$ cat config.mk
export PLATFORM = sky130hd
export DESIGN_NAME = srcmac_learn_arb
export DESIGN_NICKNAME = d
export VERILOG_FILES = /design/src/rtl/srcmac_arb_pkg.sv /design/src/rtl/srcmac_learn_arb_rr_pick.sv /design/src/rtl/srcmac_learn_arb.sv
export SDC_FILE = /design/constraint.sdc
export NUM_CORES = 1
export LEC_CHECK = 0
export BUFFER_PORTS_ARGS = -buffer_cell sky130_fd_sc_hd__buf_2
export CELL_PAD_IN_SITES_DETAIL_PLACEMENT = 0
export CELL_PAD_IN_SITES_GLOBAL_PLACEMENT = 1
export CORE_UTILIZATION = 30
export CTS_BUF_LIST = sky130_fd_sc_hd__clkbuf_4 sky130_fd_sc_hd__clkbuf_8 sky130_fd_sc_hd__clkbuf_16
export DETAILED_ROUTE_END_ITERATION = 8
export PLACE_DENSITY_LB_ADDON = 0.1
export SLEW_MARGIN = 20
export SYNTH_ARGS = -nofsm -noshare
export SYNTH_HDL_FRONTEND = slang
export SYNTH_SLANG_ARGS = --single-unit
$ cat constraint.sdc
create_clock -name i_clk -period 4 [get_ports i_clk]
set_clock_uncertainty 0.15 [all_clocks]
set_input_delay 0.8 -clock i_clk [delete_from_list [all_inputs] [get_ports i_clk]]
set_output_delay 0.8 -clock i_clk [all_outputs]
set_load 0.005 [all_outputs]
$ cat src/rtl/srcmac_arb_pkg.sv
// Shared definitions for the source-MAC learn arbiter and its helpers.
package srcmac_arb_pkg;

  localparam int DEFAULT_MACW = 48;
  localparam int MAX_NPORTS   = 16;
  localparam int MAX_LGPORTS  = $clog2(MAX_NPORTS);

  // One learn record as presented to the routing table
  typedef struct packed {
    logic [MAX_LGPORTS-1:0]  port;
    logic [DEFAULT_MACW-1:0] mac;
  } learn_rec_t;

  // Round-robin successor of idx within 0..n-1
  function automatic int rrNext(input int idx, input int n);
    return (idx >= n - 1) ? 0 : idx + 1;
  endfunction

endpackage

$ cat src/rtl/srcmac_learn_arb_rr_pick.sv
// Combinational round-robin picker: scans requests starting at ptr_i,
// wrapping modulo N, and returns the first requester found.
module rr_pick #(
  parameter int N   = 4,
  parameter int LGN = (N > 1) ? $clog2(N) : 1
) (
  input  logic [N-1:0]   req_i,
  input  logic [LGN-1:0] ptr_i,
  output logic [N-1:0]   grant_o,
  output logic [LGN-1:0] index_o,
  output logic           any_o
);

  // Rotate-and-priority-encode: first requester at or after the pointer wins
  always_comb begin
    int             pos;
    logic [LGN-1:0] idx;
    grant_o = '0;
    index_o = '0;
    any_o   = 1'b0;
    pos     = 0;
    idx     = '0;
    for (int i = 0; i < N; i++) begin
      pos = int'(ptr_i) + i;
      if (pos >= N) pos = pos - N;
      idx = LGN'(pos);
      if (!any_o && req_i[idx]) begin
        any_o        = 1'b1;
        grant_o[idx] = 1'b1;
        index_o      = idx;
      end
    end
  end

endmodule

$ cat src/rtl/srcmac_learn_arb.sv
// Source-MAC learn arbiter: shares one routing-table learn port between
// NPORTS per-interface extractors using round-robin arbitration.
// Optional duplicate suppression is enabled with SRCMAC_ARB_DEDUP_EN.
module srcmac_learn_arb
  import srcmac_arb_pkg::*;
#(
  parameter int NPORTS  = 4,
  parameter int LGPORTS = $clog2(NPORTS),
  parameter int MACW    = DEFAULT_MACW
) (
  input  logic                   i_clk,
  input  logic                   i_reset_n,
  input  logic [NPORTS-1:0]      S_VALID,
  output logic [NPORTS-1:0]      S_READY,
  input  logic [NPORTS*MACW-1:0] S_SRCMAC,
  output logic                   M_VALID,
  input  logic                   M_READY,
  output logic [MACW-1:0]        M_SRCMAC,
  output logic [LGPORTS-1:0]     M_PORT,
`ifdef SRCMAC_ARB_DEDUP_EN
  output logic [15:0]            o_dup_count,
`endif
  output logic [15:0]            o_grant_count
);

  logic [MACW-1:0]    srcMac [NPORTS];
  logic [NPORTS-1:0]  grant;
  logic [LGPORTS-1:0] winIdx;
  logic               anyReq;
  logic               slotFree;
  logic               accept;
  logic               load;

  logic               mValidQ, mValidD;
  logic [MACW-1:0]    mSrcMacQ, mSrcMacD;
  logic [LGPORTS-1:0] mPortQ, mPortD;
  logic [LGPORTS-1:0] rrPtrQ, rrPtrD;
  logic [15:0]        grantCntQ, grantCntD;

  for (genvar k = 0; k < NPORTS; k++) begin : gSplit
    assign srcMac[k] = S_SRCMAC[k*MACW +: MACW];
  end

  rr_pick #(
    .N   (NPORTS),
    .LGN (LGPORTS)
  ) uPick (
    .req_i   (S_VALID),
    .ptr_i   (rrPtrQ),
    .grant_o (grant),
    .index_o (winIdx),
    .any_o   (anyReq)
  );

  assign slotFree = !mValidQ || M_READY;
  assign S_READY  = (i_reset_n && slotFree) ? grant : '0;
  assign accept   = i_reset_n && slotFree && anyReq;

`ifdef SRCMAC_ARB_DEDUP_EN
  logic               lastVldQ, lastVldD;
  logic [MACW-1:0]    lastMacQ, lastMacD;
  logic [LGPORTS-1:0] lastPortQ, lastPortD;
  logic [15:0]        dupCntQ, dupCntD;
  logic               isDup;

  assign isDup = lastVldQ && (lastMacQ == srcMac[winIdx]) && (lastPortQ == winIdx);
  assign load  = accept && !isDup;

  // Remember the last loaded entry and count suppressed repeats of it
  always_comb begin
    lastVldD  = lastVldQ;
    lastMacD  = lastMacQ;
    lastPortD = lastPortQ;
    dupCntD   = dupCntQ;
    if (load) begin
      lastVldD  = 1'b1;
      lastMacD  = srcMac[winIdx];
      lastPortD = winIdx;
    end
    if (accept && isDup) dupCntD = dupCntQ + 16'd1;
  end

  // Dedup state registers, cleared by reset
  always_ff @(posedge i_clk) begin
    if (!i_reset_n) begin
      lastVldQ  <= 1'b0;
      lastMacQ  <= '0;
      lastPortQ <= '0;
      dupCntQ   <= '0;
    end else begin
      lastVldQ  <= lastVldD;
      lastMacQ  <= lastMacD;
      lastPortQ <= lastPortD;
      dupCntQ   <= dupCntD;
    end
  end

  assign o_dup_count = dupCntQ;
`else
  assign load = accept;
`endif

  // Next state of the output slot, pointer and forwarded-request counter
  always_comb begin
    mValidD   = mValidQ;
    mSrcMacD  = mSrcMacQ;
    mPortD    = mPortQ;
    rrPtrD    = rrPtrQ;
    grantCntD = grantCntQ;
    if (mValidQ && M_READY) grantCntD = grantCntQ + 16'd1;
    if (accept) rrPtrD = LGPORTS'(rrNext(int'(winIdx), NPORTS));
    if (load) begin
      mValidD  = 1'b1;
      mSrcMacD = srcMac[winIdx];
      mPortD   = winIdx;
    end else if (slotFree) begin
      mValidD = 1'b0;
    end
  end

  // Output slot registers; reset discards any pending entry
  always_ff @(posedge i_clk) begin
    if (!i_reset_n) begin
      mValidQ   <= 1'b0;
      mSrcMacQ  <= '0;
      mPortQ    <= '0;
      rrPtrQ    <= '0;
      grantCntQ <= '0;
    end else begin
      mValidQ   <= mValidD;
      mSrcMacQ  <= mSrcMacD;
      mPortQ    <= mPortD;
      rrPtrQ    <= rrPtrD;
      grantCntQ <= grantCntD;
    end
  end

  assign M_VALID       = mValidQ;
  assign M_SRCMAC      = mSrcMacQ;
  assign M_PORT        = mPortQ;
  assign o_grant_count = grantCntQ;

endmodule

==> summary.txt, run 1 <==
Status
  • Outcome: finished, final reports clean

Place
  • GPL Wtd Cong: 0.802
  • I/O Buffers: 269
  • Post-DP HPWL: 15200 um

Critical path
  • WP data arrival: 2.82 ns
  • Reg2reg start: rrPtrQ[0]$_SDFFE_PN0P_
  • R2R depth: 7
  • Crit path kind: reg2out
  • Crit-path slowest cell: mux4_2
  • Crit-path leading delay family: multiplexers
  • R2R Setup Slk: 0.46 ns
  • Crit-path max FO: 12
  • Crit-path max cell delay: 0.64 ns
  • Worst Path Required: 3.05 ns
  • CP Launch Type: flip-flop
  • CP Cell Sequence: inv_1 -> ha_1 -> mux4_2 -> nor2b_2 -> a221o_1 -> o21ai_0 -> a21oi_1 -> buf_2
  • CP Buf/Inv Count: 2
  • Crit. End Element: output pin
  • RR Endpoint: M_SRCMAC[31]$_SDFFE_PN0P_
  • Number of cells on the critical path: 8

Cells and area
  • Share of post-route cells with drive strength above 1: 0.345
  • Layout fillers: 2003
  • Area grow syn2layout: 31.2%
  • Nets@finish: 1163
  • Inserted Diodes: 0

Routing
  • # DRC: 0
  • Routed len/inst: 18.1 um
  • Iter 0 DRT Violations: 251
  • Drt pass-1 iters: 5
  • Vias per cell: 5.47
  • Post-Route WL: 21600 um
  • DR vias: 6540
  • Detail Route Antenna Nets: 0

Global routing
  • Initial antenna violation count: 1
  • Vias in the first global route: 6090
  • Tot GR Track Use: 0.215
  • Largest net degree at the start of global routing: 63
  • First-pass GRT wire length: 33300 um
  • GR Overflow Total: 0

Timing
  • Period utilization: 0.943
  • Hold WS: 0.296 ns
  • Final TNS setup: 0 ns
  • Final Critical Period: 3.77 ns
  • Final setup viols: 0
  • Worst slew pin tran: 1.04 ns
  • Final hold vios: 0
  • Rel. slew slack: 0.306
  • RSZ-0062 raised after global routing: false
  • Max Transition Viols Final: 0
  • Fmax achieved: 0.265 GHz

Power
  • Seq pwr share: 0.267
  • VDD IR max: 0.254 mV
  • Combinational share of power: 0.537
  • Pint: 2.27 mW
  • Switching pwr: 1.69 mW
  • Lkg Pwr: 3.56 nW
  • Clock Power Share: 0.195
  • Switching part of the total: 0.428
  • PwrDens: 522 nW/um2

Die
  • # IOs: 270
  • Initial core utilization: 0.308
  • Area of the core: 18800 um2
  • Die H: 141 um
  • Chip width: 141 um
  • Die footprint: 19800 um2
  • FP Rows: 50

Clock tree
  • Clock Pin Slew Worst Setup and Hold Paths: 0.06 ns
  • TritonCTS clock tree: done
  • Clock Sinks: 69
  • Clock latency on the worst-skew pair: 0.34 ns
  • CTS buffer count: 9
  • Clock buffer depth: 2
  • H-tree levels: 3
  • CTS root buffer: clkbuf_16
  • Post-CTS Setup Inserts: 0

Synthesis
  • Dominant cell type by area after synthesis: dfxtp_1
  • Synth top area share: 0.239
  • Async set or reset register ratio after synthesis: 0
  • Top cells by area, synth: dfxtp_1, mux2i_1, a2111oi_0
  • Yosys cell types: 50
  • Cells after Synth: 720
  • Most frequent cells after synthesis: mux2i_1, nor2_1, dfxtp_1, nand2_1, a2111oi_0
  • EDFF count, synth: 0
  • Sequential-to-total area share from yosys stat: 0.239
  • Synth warn: 0
  • Net count after synthesis: 927
  • Synthesized flop and latch total: 69
  • Post-Synthesis Cell Area: 5780 um2
  • Syn_area_per_cell: 8.03 um2
  • Top-count cell post-synth: mux2i_1
  • Most used flip-flop cell after synthesis: dfxtp_1

Hold path
  • Hold Path End: M_SRCMAC[45]$_SDFFE_PN0P_
  • Hold path cells: 2
  • Worst Hold Class: reg2reg
  • Worst Hold Launch: M_SRCMAC[45]$_SDFFE_PN0P_

Flow run
  • Max cap viols: 0
-- flip-flops by register name, summed over array words and instances (netlist names) --
signal / cells
M_PORT: 2
M_SRCMAC: 48
M_VALID: 1
o_grant_count: 16
rrPtrQ: 2
-- cell usage in the layout (no fill, tap or decap), types with 2 or more instances in the layout --
master / count
ha_1: 8
nor2_1: 78
and3_1: 21
nand2_1: 63
nand2_2: 2
clkbuf_16: 9
xnor2_1: 3
o2bb2ai_1: 22
xor2_1: 9
a211o_1: 15
a2111oi_0: 50
nor2_4: 2
buf_4: 25
or3_1: 4
dfxtp_1: 68
o31ai_1: 3
nand2b_1: 3
nor3_2: 2
nand4_1: 5
nand3_1: 13
mux2i_1: 105
inv_1: 26
a22oi_1: 9
a221o_1: 4
clkinv_4: 2
a211oi_1: 6
nor2_2: 2
a221oi_1: 31
buf_2: 269
o21ai_0: 22
clkinvlp_4: 3
mux4_2: 4
mux2_2: 3
and2_1: 5
o22ai_1: 22
a21oi_1: 23
-- how the worst max path moves through the flow --
stage                                      start                         to
after floorplan           rrPtrQ[0]$_SDFFE_PN0P_                 S_READY[0]
after global placement                S_VALID[3]  M_SRCMAC[12]$_SDFFE_PN0P_
after detailed placement  rrPtrQ[0]$_SDFFE_PN0P_  M_SRCMAC[21]$_SDFFE_PN0P_
after CTS                 rrPtrQ[0]$_SDFFE_PN0P_                 S_READY[1]
after global routing      rrPtrQ[0]$_SDFFE_PN0P_                 S_READY[1]
final                     rrPtrQ[0]$_SDFFE_PN0P_                 S_READY[1]
-- final cells by class --
| cell class | count | area [um2] | share of cell area |
|---|---|---|---|
| multi-input cells | 555 | 4000 | 0.527 |
| repair buffers | 294 | 1530 | 0.202 |
| flip-flops and latches | 69 | 1390 | 0.183 |
| well taps | 234 | 293 | 0.0386 |
| clock buffers | 9 | 225 | 0.0297 |
| inverters | 27 | 101 | 0.0134 |
| clock inverters | 7 | 51.3 | 0.00676 |
-- stage by stage --
step	setup slack [ns]	util	std cells	area, um2	power, mW
4_1_cts	0.160	0.404	1195	7580	4.01
2_1_floorplan	0.111	-	720	5780	2.48
3_5_place_dp	0.457	0.389	1179	7300	3.22
6_report	0.228	0.404	1195	7590	3.96
3_3_place_gp	0.488	0.389	1179	7300	3.22
5_1_grt	0.0618	0.404	1195	7590	4.28
-- metal layers --
| layer | GRT usage | routed length [um] | vias up | share of wire |
|---|---|---|---|---|
| li1 | - | - | 3217 | - |
| met1 | 0.278 | 9800 | 3120 | 0.45 |
| met2 | 0.364 | 10300 | 186 | 0.48 |
| met3 | 0.0442 | 1290 | 15 | 0.060 |
| met4 | 0.0521 | 215 | 2 | 0.0099 |
| met5 | 0 | 8 | - | 0.00037 |
-- power groups by stage --
stage / sequential (mW) / combinational, mW / clock [mW]
global route: 1.09 / 2.36 / 0.826
finish: 1.06 / 2.13 / 0.773
CTS: 1.06 / 2.15 / 0.795
floorplan: 1.08 / 1.40 / 0
detailed placement: 1.07 / 2.15 / 0
global placement: 1.07 / 2.15 / 0
-- cells by family after synthesis --
kind of cell,after synthesis,synth area share
flip-flops,69,0.239
AO/OA/AOI/OAI,213,0.280
multiplexers,113,0.207
adder cells (fa/ha/maj),8,0.0173
AND/OR/NAND/NOR,209,0.163
XOR/XNOR,12,0.0182
buffers and inverters,96,0.0751
-- timing repair --
action / 4_1_cts / 5_1_grt
resized for setup: 0 / 2
endpoints found under the setup margin: 0 / 4
hold buffers: 0 / 0
-- worst min-delay path: cells and delay by family, from the launching register on --
family / cells / cell delay [ns]
AO/OA/AOI/OAI: 1 / 0.05
flip-flops: 1 / 0.32
AND/OR/NAND/NOR: 1 / 0.05
Power figures use the tool's default switching activity.
==> run 2: changes to the inputs <==
--- a/config.mk
+++ b/config.mk
@@ -5,12 +5,14 @@
 export SDC_FILE = /design/constraint.sdc
 export NUM_CORES = 1
 export LEC_CHECK = 0
+export ABC_CLOCK_PERIOD_IN_PS = 4000
 export BUFFER_PORTS_ARGS = -buffer_cell sky130_fd_sc_hd__buf_2
 export CELL_PAD_IN_SITES_DETAIL_PLACEMENT = 0
 export CELL_PAD_IN_SITES_GLOBAL_PLACEMENT = 1
 export CORE_UTILIZATION = 30
 export CTS_BUF_LIST = sky130_fd_sc_hd__clkbuf_4 sky130_fd_sc_hd__clkbuf_8 sky130_fd_sc_hd__clkbuf_16
 export DETAILED_ROUTE_END_ITERATION = 8
+export GPL_TIMING_DRIVEN = 0
 export PLACE_DENSITY_LB_ADDON = 0.1
 export SLEW_MARGIN = 20
 export SYNTH_ARGS = -nofsm -noshare
==> summary.txt, run 2 (synthesized netlist as in run 1, its figures left out) <==
Critical path
  • Crit-path max FO: 7
  • WP data arrival: 2.90 ns
  • Crit-path leading delay family: buffers and inverters
  • Crit-path slowest cell: mux4_2
  • CP Buf/Inv Count: 5
  • Most used cell, CP: buf_2
  • Crit-path max cell delay: 0.54 ns
  • Worst Path Required: 3.05 ns
  • Crit path kind: reg2out
  • CP Cell Sequence: buf_2 -> inv_1 -> ha_4 -> buf_6 -> mux4_2 -> buf_4 -> a221o_1 -> o21ai_0 -> a21oi_1 -> buf_2
  • CP Launch Type: flip-flop
  • Crit. End Element: output pin

Routing
  • Post-Route WL: 22500 um
  • Detail Route Antenna Nets: 0
  • DR vias: 6650
  • Drt pass-1 iters: 5
  • Vias per cell: 5.31
  • # DRC: 0
  • Routed len/inst: 17.9 um
  • Iter 0 DRT Violations: 307

Clock tree
  • Clock latency on the worst-skew pair: 0.34 ns
  • CTS root buffer: clkbuf_16
  • Clock buffer depth: 2
  • H-tree levels: 3
  • CTS buffer count: 9
  • Clock Sinks: 69
  • # hold bufs at CTS: 0
  • TritonCTS clock tree: done
  • Clock Pin Slew Worst Setup and Hold Paths: 0.06 ns

Timing
  • Max Transition Viols Final: 0
  • Final setup viols: 0
  • Rel. slew slack: 0.441
  • Worst slew pin tran: 0.838 ns
  • Fmax achieved: 0.259 GHz
  • Final TNS setup: 0 ns
  • Final Critical Period: 3.85 ns
  • Post-route setup slack: 0.145 ns
  • Final hold vios: 0
  • Period utilization: 0.964

Power
  • PwrDens: 538 nW/um2
  • Tot Pwr: 4.26 mW
  • Lkg Pwr: 3.71 nW
  • VDD IR max: 0.283 mV

Cells and area
  • Commonest non-fill, non-tap cell in the layout: buf_2
  • Area grow syn2layout: 36.9%
  • Final Util: 0.422
  • Non-filler instance count after layout: 1252
  • Max FFs per register: 48
  • Most frequent cells in the layout: buf_2, mux2i_1, nor2_1, dfxtp_1, nand2_1
  • Share of post-route cells with drive strength above 1: 0.333
  • Nets@finish: 1219

Die
  • Area of the core: 18800 um2
  • # IOs: 270
  • Die H: 141 um
  • Initial core utilization: 0.308
  • Die footprint: 19800 um2
  • FP Rows: 50
  • Chip width: 141 um

Place
  • Dpl cells: 1221
  • DP Worst Slack: -0.646 ns
  • Post-DP HPWL: 17100 um
  • I/O Buffers: 267
  • GPL Wtd Cong: 0.818

Global routing
  • First-pass GRT wire length: 34000 um
  • Tot GR Track Use: 0.220
  • Initial antenna violation count: 1
  • Vias in the first global route: 6298
  • GR Overflow Total: 0
  • Largest net degree at the start of global routing: 20

Flow run
  • Max cap viols: 0

Hold path
  • Worst Hold Class: reg2reg

Status
  • Outcome: finished, final reports clean
==> run 2: cell types whose count changed in the layout (fill, tap and decap cells not counted), moves of 4 or more <==
cell / previous run / this run
buf_4: 25 / 20
buf_2: 269 / 278
clkbuf_1: 0 / 43
nor2_1: 78 / 82
==> run 2: layout make-up <==
class / count / area (um2)
repair buffers: 283 / 1460
diodes: 1 / 2.50
multi-input cells: 555 / 3990
inverters: 27 / 105
clock buffers: 10 / 239
fillers: 1993 / 10900
clock inverters: 6 / 86.3
plain buffers: 67 / 363
flip-flops and latches: 69 / 1390
well taps: 234 / 293
==> run 2: worst min-delay path: stages, from the launching register on <==
cell,delay [ns]
dfxtp_1,0.32
nand2_1,0.05
o31ai_1,0.05
==> run 2: final timing paths <==
kind	from	endpoint	slack (ns)	depth (start not counted)
hold / removal	M_SRCMAC[41]$_SDFFE_PN0P_	M_SRCMAC[41]$_SDFFE_PN0P_	0.30	2
setup / recovery	rrPtrQ[1]$_SDFFE_PN0P_	S_READY[1]	0.15	10
hold reg to reg	M_SRCMAC[41]$_SDFFE_PN0P_	M_SRCMAC[41]$_SDFFE_PN0P_	0.30	2
setup reg to reg	rrPtrQ[1]$_SDFFE_PN0P_	M_SRCMAC[24]$_SDFFE_PN0P_	0.21	12
==> run 2: timing repair <==
| item | CTS | global route |
|---|---|---|
| resized for setup | 12 | 11 |
| buffers inserted | 4 | 12 |
| endpoints found under the setup margin | 56 | 16 |
| gates cloned | 0 | 0 |
| pin swaps | 0 | 2 |
==> run 2: stage by stage <==
stage          instance area [um2]  hold slack (ns)
2_1_floorplan                 5780            0.289
3_3_place_gp                  7410            0.282
3_5_place_dp                  7410            0.290
4_1_cts                       7810            0.298
5_1_grt                       7920            0.315
6_report                      7920            0.298
==> run 2: power breakdown <==
| part | total [mW] | internal (mW) | switching, mW | leakage [nW] |
|---|---|---|---|---|
| sequential | 1.06 | 0.922 | 0.134 | 0.573 |
| clock | 0.908 | 0.562 | 0.345 | 0.158 |
| combinational | 2.29 | 1.02 | 1.27 | 2.98 |
==> run 2: layer usage <==
metal,share of wire,track usage
met5,0,0
met4,0.020,0.0698
met3,0.050,0.0493
met2,0.47,0.362
met1,0.46,0.286
==> run 3: changes to the inputs <==
--- a/config.mk
+++ b/config.mk
@@ -9,7 +9,7 @@
 export BUFFER_PORTS_ARGS = -buffer_cell sky130_fd_sc_hd__buf_2
 export CELL_PAD_IN_SITES_DETAIL_PLACEMENT = 0
 export CELL_PAD_IN_SITES_GLOBAL_PLACEMENT = 1
-export CORE_UTILIZATION = 30
+export CORE_UTILIZATION = 27
 export CTS_BUF_LIST = sky130_fd_sc_hd__clkbuf_4 sky130_fd_sc_hd__clkbuf_8 sky130_fd_sc_hd__clkbuf_16
 export DETAILED_ROUTE_END_ITERATION = 8
 export GPL_TIMING_DRIVEN = 0
@@ -17,4 +17,5 @@
 export SLEW_MARGIN = 20
 export SYNTH_ARGS = -nofsm -noshare
 export SYNTH_HDL_FRONTEND = slang
+export SYNTH_HIERARCHICAL = 1
 export SYNTH_SLANG_ARGS = --single-unit
==> summary.txt, run 3 <==
Timing
  • Max Transition Viols Final: 0
  • Fmax achieved: 0.270 GHz
  • Hold WS: 0.295 ns
  • Worst slew pin tran: 0.648 ns
  • Final Critical Period: 3.71 ns
  • Final hold vios: 0
  • Final setup viols: 0
  • Final TNS setup: 0 ns
  • RSZ-0062 raised after global routing: false
  • Period utilization: 0.926
  • Rel. slew slack: 0.568

Die
  • FP Rows: 44
  • Die footprint: 15700 um2
  • Chip width: 125 um
  • Area of the core: 14700 um2
  • # IOs: 270
  • Die H: 125 um
  • Initial core utilization: 0.280

Critical path
  • Crit-path max cell delay: 0.58 ns
  • CP Launch Type: flip-flop
  • WP data arrival: 3.78 ns
  • Crit-path slowest cell: mux4_2
  • Crit path kind: reg2reg
  • Crit-path max FO: 10
  • Crit. End Element: flip-flop
  • CP Cell Sequence: buf_6 -> inv_1 -> ha_1 -> mux4_2 -> buf_6 -> and2b_2 -> o21ai_0 -> o31ai_1 -> clkbuf_1 -> buf_2 -> mux4_2 -> nand2_1 -> nand2_1
  • Worst Path Required: 4.07 ns

Place
  • I/O Buffers: 269
  • Post-DP HPWL: 11300 um
  • Dpl cells: 874
  • Placed cell areas: 5690 um2
  • GPL Wtd Cong: 0.772

Power
  • VDD IR max: 0.230 mV
  • PwrDens: 673 nW/um2
  • Lkg Pwr: 2.94 nW

Clock tree
  • TritonCTS clock tree: done
  • # hold bufs at CTS: 0
  • Post_cts resized: 0
  • CTS root buffer: clkbuf_16
  • Clock latency on the worst-skew pair: 0.32 ns
  • H-tree levels: 3
  • Clock Pin Slew Worst Setup and Hold Paths: 0.05 ns
  • Clock Sinks: 69
  • Post-CTS Setup Inserts: 0
  • CTS buffer count: 9
  • Clock buffer depth: 2

Routing
  • Vias per cell: 4.81
  • DR vias: 4268
  • Detail Route Antenna Nets: 0
  • Routed len/inst: 15.5 um
  • Drt pass-1 iters: 6
  • Post-Route WL: 13800 um
  • Iter 0 DRT Violations: 164
  • # DRC: 4

Synthesis
  • Most frequent cells after synthesis: nand2_1, dfxtp_1, nand3_1, mux4_2, clkbuf_1
  • Yosys cell types: 40
  • Async set or reset register ratio after synthesis: 0
  • Sequential-to-total area share from yosys stat: 0.336
  • Synth warn: 6
  • Post-Synthesis Cell Area: 4110 um2
  • Cells after Synth: 421
  • Net count after synthesis: 627
  • Most used flip-flop cell after synthesis: dfxtp_1
  • Top-count cell post-synth: nand2_1
  • Dominant cell type by area after synthesis: dfxtp_1
  • EDFF count, synth: 0
  • Top cells by area, synth: dfxtp_1, mux4_2, nand2_1
  • Synthesized flop and latch total: 69
  • Syn_area_per_cell: 9.77 um2
  • Synth top area share: 0.336

Cells and area
  • Fin area: 5990 um2
  • Non-filler instance count after layout: 888
  • Nets@finish: 907
  • Layout fillers: 1527
  • Share of post-route cells with drive strength above 1: 0.500
  • Max FFs per register: 48
  • Most frequent cells in the layout: buf_2, nand2_1, dfxtp_1, nand3_1, mux4_2
  • Inserted Diodes: 0
  • Area grow syn2layout: 45.5%
  • Commonest non-fill, non-tap cell in the layout: buf_2

Global routing
  • Largest net degree at the start of global routing: 11
  • Tot GR Track Use: 0.179
  • Initial antenna violation count: 2
  • GR Overflow Total: 0
  • First-pass GRT wire length: 22100 um
  • Vias in the first global route: 4401

Flow run
  • Max cap viols: 0

Status
  • Failing checks: DRC
  • Outcome: finished, violations left

Hold path
  • Worst Hold Class: reg2reg
-- run 3: worst max-delay path, delay by kind of cell (launching register included) --
family                     cells  cell delay, ns
adders and majority gates      1            0.37
and+or+nand+nor                3            0.38
muxes                          2            0.91
buffers and inverters          5            1.15
AOI/OAI and AO/OA              2            0.20
DFF                            1            0.42
-- run 3: cell type report --
| type | count | area (um2) | area share |
|---|---|---|---|
| multi-input cells | 312 | 2560 | 0.427 |
| plain buffers | 33 | 154 | 0.0257 |
| repair buffers | 269 | 1350 | 0.225 |
| clock inverters | 2 | 35.0 | 0.00585 |
| well taps | 184 | 230 | 0.0385 |
| clock buffers | 12 | 254 | 0.0424 |
| flip-flops and latches | 69 | 1380 | 0.231 |
| inverters | 7 | 26.3 | 0.00439 |
-- run 3: worst paths after layout --
path              slack [ns]  cells past startpoint                      from                   endpoint
setup / recovery        0.29                     13    rrPtrQ[0]$_SDFFE_PN0P_  M_SRCMAC[37]$_SDFFE_PN0P_
hold / removal          0.29                      2  M_SRCMAC[0]$_SDFFE_PN0P_   M_SRCMAC[0]$_SDFFE_PN0P_
setup reg to reg        0.29                     13    rrPtrQ[0]$_SDFFE_PN0P_  M_SRCMAC[37]$_SDFFE_PN0P_
hold reg to reg         0.29                      2  M_SRCMAC[0]$_SDFFE_PN0P_   M_SRCMAC[0]$_SDFFE_PN0P_
-- run 3: cell families after synthesis --
logic type	share of synthesized area
simple gates	0.238
flops	0.336
mux	0.294
buf+inv	0.0423
compound gates	0.0450
xor+xnor	0.0234
fa+ha+maj	0.0213
-- run 3: power by group --
group	leakage [nW]	switching, mW	internal (mW)
Sequential	0.571	0.138	0.953
Clock	0.145	0.283	0.505
Combinational	2.22	1.03	1.11
-- run 3: through the flow --
stage / total power [mW] / setup WS, ns / util
floorplan: 2.54 / 0.774 / -
global placement: 3.27 / 0.152 / 0.387
detailed placement: 3.29 / 0.0437 / 0.387
CTS: 4.10 / 0.0332 / 0.407
global route: 4.37 / 0.0218 / 0.407
finish: 4.03 / 0.294 / 0.407
-- run 3: metal layers --
| metal | global-route usage | routed length, um | up-vias |
|---|---|---|---|
| li1 | - | - | 2100 |
| met1 | 0.194 | 5470 | 2000 |
| met2 | 0.328 | 7210 | 144 |
| met3 | 0.0535 | 862 | 20 |
| met4 | 0.0653 | 207 | 4 |
| met5 | 0 | 22 | - |
